===== config.mk =====
export PLATFORM = sky130hd
export DESIGN_NAME = mem_port_arbiter
export DESIGN_NICKNAME = d
export VERILOG_FILES = /design/src/rtl/riscv_structures.sv /design/src/rtl/arb_priority_select.sv /design/src/rtl/mem_port_arbiter.sv
export SDC_FILE = /design/constraint.sdc
export NUM_CORES = 1
export LEC_CHECK = 0
export CORE_AREA = 2 2 105 107
export DETAILED_ROUTE_END_ITERATION = 10
export DIE_AREA = 0 0 107 109
export GPL_ROUTABILITY_DRIVEN = 0
export GPL_TIMING_DRIVEN = 0
export PLACE_DENSITY = 0.72
export SLEW_MARGIN = 20
export SYNTH_ARGS = -nofsm -noshare
export SYNTH_HDL_FRONTEND = slang
export SYNTH_HIERARCHICAL = 1
export SYNTH_SLANG_ARGS = --single-unit

===== constraint.sdc =====
create_clock -name clk -period 2.8 [get_ports clk]
set_input_delay 0.56 -clock clk [delete_from_list [all_inputs] [get_ports clk]]
set_output_delay 0.56 -clock clk [all_outputs]
set_load 0.01 [all_outputs]

===== src/rtl/riscv_structures.sv =====
// Shared types and helpers for the memory port arbiter.
package riscv_structures;

    typedef enum logic {OWNER_FETCH, OWNER_DATA} arb_owner_e;
    typedef enum logic {ARB_IDLE, ARB_RESP} arb_state_e;

    localparam int ARB_WORD_SHIFT = 2;

    // True when the byte address names an implemented word.
    function automatic logic addr_in_range(input logic [31:0] addr, input int unsigned words);
        return (addr >> ARB_WORD_SHIFT) < words;
    endfunction

endpackage


===== src/rtl/arb_priority_select.sv =====
// Two-requester priority pick: data first, fetch once the data streak is spent.
module arb_priority_select (
    input  logic if_valid,
    input  logic d_valid,
    input  logic streak_full,
    output logic grant_fetch,
    output logic grant_data
);

    // Fetch wins alone or when data has used up its streak budget.
    always_comb begin
        grant_fetch = if_valid & (~d_valid | streak_full);
        grant_data  = d_valid & (~if_valid | ~streak_full);
    end

endmodule


===== src/rtl/mem_port_arbiter.sv =====
// Shares one single-port word memory between the fetch and load/store ports.
// One transaction outstanding; a retiring response frees the slot in the same
// cycle so back-to-back transactions run at one per cycle.
module mem_port_arbiter
    import riscv_structures::*;
#(
    parameter int MEM_WORDS  = 255,
    parameter int MAX_STREAK = 4
) (
    input  logic        clk,
    input  logic        rst,
    input  logic        if_req_valid,
    output logic        if_req_ready,
    input  logic [31:0] if_addr,
    output logic        if_rsp_valid,
    input  logic        if_rsp_ready,
    output logic [31:0] if_rsp_data,
    output logic        if_rsp_err,
    input  logic        d_req_valid,
    output logic        d_req_ready,
    input  logic [31:0] d_addr,
    input  logic        d_we,
    input  logic [31:0] d_wdata,
    output logic        d_rsp_valid,
    input  logic        d_rsp_ready,
    output logic [31:0] d_rsp_data,
    output logic        d_rsp_err,
    output logic [31:0] mem_address,
    output logic [31:0] mem_write_data,
    output logic        mem_write_enable,
    input  logic [31:0] mem_read_data
);

    localparam logic [3:0]  STREAK_MAX = 4'(MAX_STREAK);
    localparam logic [31:0] WORD_MASK  = ~32'h3;

    arb_state_e  state_q, state_d;
    arb_owner_e  owner_q, owner_d;
    logic [31:0] rsp_data_q;
    logic        rsp_err_q;
    logic [3:0]  streak_q;

    logic        retire, can_accept;
    logic        grant_fetch, grant_data, grant;
    logic [31:0] sel_addr;
    logic        in_range;

    arb_priority_select u_sel (
        .if_valid    (if_req_valid & can_accept),
        .d_valid     (d_req_valid & can_accept),
        .streak_full (streak_q == STREAK_MAX),
        .grant_fetch (grant_fetch),
        .grant_data  (grant_data)
    );

    assign grant    = grant_fetch | grant_data;
    assign sel_addr = grant_data ? d_addr : if_addr;
    assign in_range = addr_in_range(sel_addr, MEM_WORDS);

    assign if_req_ready = grant_fetch;
    assign d_req_ready  = grant_data;
    assign if_rsp_valid = (state_q == ARB_RESP) && (owner_q == OWNER_FETCH);
    assign d_rsp_valid  = (state_q == ARB_RESP) && (owner_q == OWNER_DATA);
    assign if_rsp_data  = rsp_data_q;
    assign d_rsp_data   = rsp_data_q;
    assign if_rsp_err   = rsp_err_q;
    assign d_rsp_err    = rsp_err_q;

    // Next state: a grant always (re)enters RESP; a bare retire returns to IDLE.
    always_comb begin
        state_d    = state_q;
        owner_d    = owner_q;
        retire     = (state_q == ARB_RESP) &&
                     (owner_q == OWNER_FETCH ? if_rsp_ready : d_rsp_ready);
        can_accept = (state_q == ARB_IDLE) || retire;
        if (grant) begin
            state_d = ARB_RESP;
            owner_d = grant_data ? OWNER_DATA : OWNER_FETCH;
        end else if (retire) begin
            state_d = ARB_IDLE;
        end
    end

    // Memory drive: only during a grant; stores out of range or under reset are dropped.
    always_comb begin
        mem_address      = '0;
        mem_write_data   = '0;
        mem_write_enable = 1'b0;
        if (grant) begin
            mem_address      = sel_addr & WORD_MASK;
            mem_write_data   = d_wdata;
            mem_write_enable = grant_data & d_we & in_range & ~rst;
        end
    end

    // State and owner register.
    always_ff @(posedge clk) begin
        if (rst) begin
            state_q <= ARB_IDLE;
            owner_q <= OWNER_FETCH;
        end else begin
            state_q <= state_d;
            owner_q <= owner_d;
        end
    end

    // Capture the pre-write word at grant; hold it until the next grant.
    always_ff @(posedge clk) begin
        if (rst) begin
            rsp_data_q <= '0;
            rsp_err_q  <= 1'b0;
        end else if (grant) begin
            rsp_data_q <= in_range ? mem_read_data : 32'h0;
            rsp_err_q  <= ~in_range;
        end
    end

    // Count data grants that passed over a waiting fetch.
    always_ff @(posedge clk) begin
        if (rst || !if_req_valid || grant_fetch) begin
            streak_q <= '0;
        end else if (grant_data && streak_q != STREAK_MAX) begin
            streak_q <= streak_q + 4'd1;
        end
    end

endmodule


==> impl_metrics.yaml, run 1 <==
routing:
  wl_per_cell_um: 14.9
  num_vias: 3450
  drt_iter0_markers: 115
  viasPerCell: 4.58
  wirelength_um: 11200
  drtAntennaViolNets: 0
  dr.pass1.iters: 4
  drc: 0
global_route:
  grt_max_degree: 14
  use_met1: 0.199
  grt_pass1_vias: 3445
  grt_use_met3: 0.0317
  overflow: 0
  antenna_found_initial: 0
  grt_util_met2: 0.317
  grt_pass1_wl_um: 16200
  grt.busiest_layer: "met2"
  track_usage: 0.173
finish:
  final_common_cell: "clkdlybuf4s50_1"
  insertedDiodeCount: 0
  final_cells: 753
  final_cell_mix: "196 x clkdlybuf4s50_1, 58 x nand2_1, 55 x buf_4"
  drive_above_1_share: 0.263
  area_growth_pct: 133
  fin_area_um2: 5640
  finalNetCount: 749
power:
  seqPwrFrac: 0.338
  switching_share: 0.281
  p_int_mw: 1.20
  total_leakage_power_nw: 2.53
  pwr-share-clk: 0.281
  p_comb_frac: 0.381
  p_sw_mw: 0.468
  p_per_area_nw_per_um2: 295
  vdd_drop_max_v: 0.000159
  finalPower_mw: 1.67
worst_hold_path:
  min_path_type: "reg -> reg"
sta:
  fmax_ghz: 0.323
  finClkSkew_ps: 4.39
  hold_viol: 0
  finalCritPeriodShare: 1.11
  layout_setup_ws_ps: -299
  rsz0062_at_grt: "yes"
  final.min_clock_period_ps: 3100
  timing.hold.ws_ps: 512
  setup_viol: 33
  drv_slew: 0
  worst_pin_slew_ps: 743
  relSlewSlack: 0.501
logic_synthesis:
  synth_edf_count: 0
  syn_avg_cell_area_um2: 7.83
  ys_seq_area_frac: 0.322
  ys_types: 34
  ys_top_cells_by_area: "dfxtp_1 32%, a22o_1 13%, buf_4 11%"
  syn_area_um2: 2430
  post-synth-top-area-cell: "dfxtp_1"
  synth_top_flop_cell: "dfxtp_1"
  synth-seq-cells: 39
  synth_warnings: 6
  async_flop_share: 0
  yosysTopAreaCellShare: 0.322
  syn-instance-count: 310
clocking:
  insertion_delay_ps: 280
  hold_buffers: 0
  cts.htree.levels: 2
  numCtsBuffers: 5
  path_clk_slew_ps: 80
  clk_path_buf_depth: 2
  cts_sinks: 39
  cts-root-buf: "clkbuf_8"
  cts_tree: "done"
placed_design:
  portBuffers: 263
  dp_slack_ps: -1430
  dp_hpwl_um: 9020
  dpl_cell_area_um2: 5260
  dp_cells: 714
critical_path:
  arrival_ps: 2540
  critPathKind: "reg -> out"
  path_max_fanout: 4
  path_cells: "inv_1 -> ha_1 -> nand2_1 -> nor2_4 -> a21boi_4 -> buf_6 -> or4b_4 -> nor3_4 -> nand3_2 -> nor4_2 -> buf_2"
  cpMaxStageDelayCell: "or4b_4"
  max_stage_delay_ps: 460
  cp.required_ps: 2240
  cp-end-kind: "output pin"
  cp-start-kind: "flop"
die:
  initial_core_util: 0.229
  die_y_um: 109
  die_x_um: 107
  die_area_um2: 11700
  rows: 38
  core_region_area_um2: 10600
  io_pins: 270
status:
  run_status: "complete, but fails checks"
  violations: "setup timing"
job:
  drv_cap: 0
[critical path: cells and delay by family (launching register included)]
family | cells | cell delay (ps)
compound gates | 1 | 190
flops | 1 | 360
buf+inv | 3 | 370
fa+ha+maj | 1 | 180
simple gates | 6 | 1150
[Yosys cell counts, drive strengths merged, types with 3 or more instances]
master  count
a21oi       3
a22o       35
and2        3
buf        38
clkbuf     16
dfxtp      39
inv         4
nand2      58
nand3       3
nand4       3
nor2       12
nor2b      33
nor3        6
nor4        7
o21ai      27
[state kept, by name (all words and copies together), names as in the netlist]
| name | count |
|---|---|
| d_rsp_err | 1 |
| d_rsp_data | 32 |
| state_q | 1 |
| streak_q | 4 |
| owner_q | 1 |
[path summary, 6_finish.rpt]
check	from	endpoint	slack [ps]	cells after the start
hold / removal	d_rsp_data[11]$_SDFFE_PP0N_	d_rsp_data[11]$_SDFFE_PP0N_	510	1
setup / recovery	streak_q[1]$_SDFFE_PP0P_	mem_write_enable	-300	11
setup reg to reg	streak_q[1]$_SDFFE_PP0P_	d_rsp_data[16]$_SDFFE_PP0N_	-150	15
hold reg to reg	d_rsp_data[11]$_SDFFE_PP0N_	d_rsp_data[11]$_SDFFE_PP0N_	510	1
[cell type report]
class	instances	area, um2
Inverter	4	15.0
Sequential cell	39	785
Clock buffer	5	68.8
Buffer	54	462
Tap cell	140	175
Timing Repair Buffer	294	2720
Fill cell	983	4960
Multi-Input combinational cell	214	1370
Clock inverter	3	43.8
[cells by family after synthesis]
group | count (synthesis) | synth area share
AND/OR/NAND/NOR | 133 | 0.275
AO/OA/AOI/OAI | 72 | 0.219
buffers and inverters | 58 | 0.153
flip-flops | 39 | 0.322
XOR/XNOR | 3 | 0.0108
adder cells (fa/ha/maj) | 2 | 0.0103
multiplexers | 2 | 0.00825
other | 1 | 0.00155
[power by group through the flow]
stage	Sequential [mW]	Combinational [mW]	Clock, mW
2_1_floorplan	0.576	0.188	0
3_3_place_gp	0.576	0.587	0
3_5_place_dp	0.577	0.593	0
4_1_cts	0.563	0.605	0.490
5_1_grt	0.564	0.678	0.509
6_report	0.563	0.635	0.468
[timing repair]
item,4_1_cts,5_1_grt
pin swaps,7,4
resized for setup,121,152
setup endpoints to repair,97,94
buffers inserted,12,13
gates cloned,3,3
[per-stage QoR]
step | util | setup TNS, ps
floorplan | - | 0
global placement | 0.496 | -89260
detailed placement | 0.496 | -89670
CTS | 0.526 | -4970
global route | 0.532 | -13050
finish | 0.532 | -4400
[metal layers]
| layer | up-vias | wire length [um] |
|---|---|---|
| met5 | - | 0 |
| met4 | 0 | 320 |
| met3 | 26 | 789 |
| met2 | 194 | 5780 |
| met1 | 1578 | 4300 |
| li1 | 1652 | - |
(Power assumes the default switching activity.)
==> inputs of run 2 (changes only) <==
--- a/config.mk
+++ b/config.mk
@@ -5,12 +5,13 @@
 export SDC_FILE = /design/constraint.sdc
 export NUM_CORES = 1
 export LEC_CHECK = 0
+export CAP_MARGIN = 10
 export CORE_AREA = 2 2 105 107
 export DETAILED_ROUTE_END_ITERATION = 10
 export DIE_AREA = 0 0 107 109
 export GPL_ROUTABILITY_DRIVEN = 0
 export GPL_TIMING_DRIVEN = 0
-export PLACE_DENSITY = 0.72
+export PLACE_DENSITY = 0.82
 export SLEW_MARGIN = 20
 export SYNTH_ARGS = -nofsm -noshare
 export SYNTH_HDL_FRONTEND = slang
==> run 2 against run 1 <==
The run still ends with setup timing left. Utilization increased by 2.8 points. Clock power about the same. Maximum frequency increased by 2.9%. Cell count increased by 4.8%. Critical path depth increased by 4. Total power increased by 4.3%. Clock skew increased by 1.8 ps. Design area increased by 5.3%. Die area unchanged. First-iteration DRC count increased by 48%. Critical path type is now reg -> reg. Setup slack improved by 86 ps. Global-route usage increased by 1.3 points.
==> impl_metrics.yaml, run 2 (same netlist as run 1, synthesis figures left out) <==
power:
  p_int_mw: 1.24
  vdd_drop_max_v: 0.000186
  switching_share: 0.285
  p_comb_frac: 0.406
  p_per_area_nw_per_um2: 293
  p_sw_mw: 0.495
  seqPwrFrac: 0.324
  finalPower_mw: 1.74
  total_leakage_power_nw: 2.58
  pwr-share-clk: 0.270
job:
  drv_cap: 0
sta:
  finClkSkew_ps: 6.15
  tns_ps: -5990
  finalCritPeriodShare: 1.08
  drv_slew: 0
  relSlewSlack: 0.627
  layout_setup_ws_ps: -213
  rsz0062_at_grt: "yes"
  final.min_clock_period_ps: 3010
  hold_viol: 0
  fmax_ghz: 0.332
  setup_viol: 58
  worst_pin_slew_ps: 555
die:
  die_x_um: 107
  die_y_um: 109
  io_pins: 270
  rows: 38
  core_region_area_um2: 10600
  die_area_um2: 11700
  initial_core_util: 0.229
global_route:
  grt_pass1_vias: 3590
  antenna_found_initial: 0
  track_usage: 0.185
  grt_pass1_wl_um: 17300
  grt_max_degree: 14
  overflow: 0
finish:
  final_common_cell: "clkdlybuf4s50_1"
  largest_reg_flops: 32
  area_growth_pct: 145
  insertedDiodeCount: 0
  final_cell_mix: "196 x clkdlybuf4s50_1, 80 x buf_4, 57 x nand2_1"
  finalNetCount: 785
  utilization: 0.560
  final_cells: 789
  drive_above_1_share: 0.327
routing:
  viasPerCell: 4.58
  dr.pass1.iters: 4
  num_vias: 3616
  wirelength_um: 11900
  drt_iter0_markers: 170
  drc: 0
  wl_per_cell_um: 15.0
  drtAntennaViolNets: 0
clocking:
  path_clk_slew_ps: 80
  cts_sinks: 39
  insertion_delay_ps: 280
  numCtsBuffers: 5
  hold_buffers: 0
  clk_path_buf_depth: 2
  cts.htree.levels: 2
  cts_tree: "done"
  cts-root-buf: "clkbuf_8"
critical_path:
  critPathKind: "reg -> reg"
  cpMaxStageDelayCell: "or4b_4"
  arrival_ps: 3170
  cp-start-kind: "flop"
  reg2reg_depth: 15
  cp-end-kind: "flop"
  path_depth: 15
  cp_num_buf_inv: 6
  crit_family: "simple AND/OR/NAND/NOR gates"
  cp.required_ps: 2960
  path_cells: "mux2i_1 -> nand2_1 -> and2_4 -> a21boi_4 -> or4b_4 -> nor3_4 -> nand3_2 -> buf_4 -> buf_4 -> buf_4 -> buf_4 -> buf_4 -> buf_4 -> a211oi_1 -> nor3_1"
  max_stage_delay_ps: 510
  path_max_fanout: 3
  crit_top_cell: "buf_4"
status:
  run_status: "complete, but fails checks"
  violations: "setup timing"
placed_design:
  dp_hpwl_um: 8820
  dp_cells: 714
  portBuffers: 263
worst_hold_path:
  min_path_type: "reg -> reg"
  hold_depth: 1
==> run 2: changes by cell type in the layout (fill, tap and decap cells not counted), sizes merged <==
cell / before / now
buf: 96 / 135
dlymetal6s2s: 14 / 3
clkbuf: 42 / 52
dlygate4sd2: 4 / 2
==> run 2: cell type report <==
| type | count | area, um2 |
|---|---|---|
| clock inverter | 3 | 43.8 |
| multi-input combinational | 214 | 1390 |
| clock buffer | 5 | 68.8 |
| buffer | 52 | 447 |
| tap | 140 | 175 |
| fill | 920 | 4660 |
| timing repair buffer | 332 | 3010 |
| inverter | 4 | 15.0 |
| sequential | 39 | 785 |
==> run 2: routing by layer <==
metal / GRT usage / up-vias / routed length, um
li1: - / 1709 / -
met1: 0.209 / 1696 / 4360
met2: 0.351 / 195 / 6480
met3: 0.0341 / 16 / 861
met4: 0.0631 / 0 / 159
met5: 0 / - / 0
==> run 2: metrics by stage <==
stage / hold WS (ps) / setup slack [ps] / instance area, um2
4_1_cts: 521 / -189 / 5770
2_1_floorplan: 462 / 3.28 / 2450
3_3_place_gp: 490 / -1410 / 5260
3_5_place_dp: 498 / -1390 / 5260
6_report: 515 / -213 / 5940
5_1_grt: 545 / -367 / 5940
==> run 2: power groups by stage <==
stage               Combinational [mW]  Clock [mW]  Sequential (mW)
floorplan                        0.188           0            0.576
detailed placement               0.592           0            0.577
CTS                              0.630       0.482            0.563
finish                           0.705       0.469            0.564
global placement                 0.586           0            0.576
global route                     0.751       0.508            0.565
==> run 2: path summary, 6_finish.rpt <==
kind | endpoint | startpoint | slack, ps
max | d_rsp_err$_SDFFE_PP0N_ | owner_q$_SDFFE_PP0N_ | -210
min | d_rsp_data[5]$_SDFFE_PP0N_ | d_rsp_data[5]$_SDFFE_PP0N_ | 510
max reg2reg | d_rsp_err$_SDFFE_PP0N_ | owner_q$_SDFFE_PP0N_ | -210
min reg2reg | d_rsp_data[5]$_SDFFE_PP0N_ | d_rsp_data[5]$_SDFFE_PP0N_ | 510
==> run 2: what timing repair did <==
action                                  CTS  global route
endpoints found under the hold margin     0             0
cloned                                    1             7
pin swaps                                 8             5
endpoints found under the setup margin   97            94
resized for setup                       144           197
setup buffers                            39            23
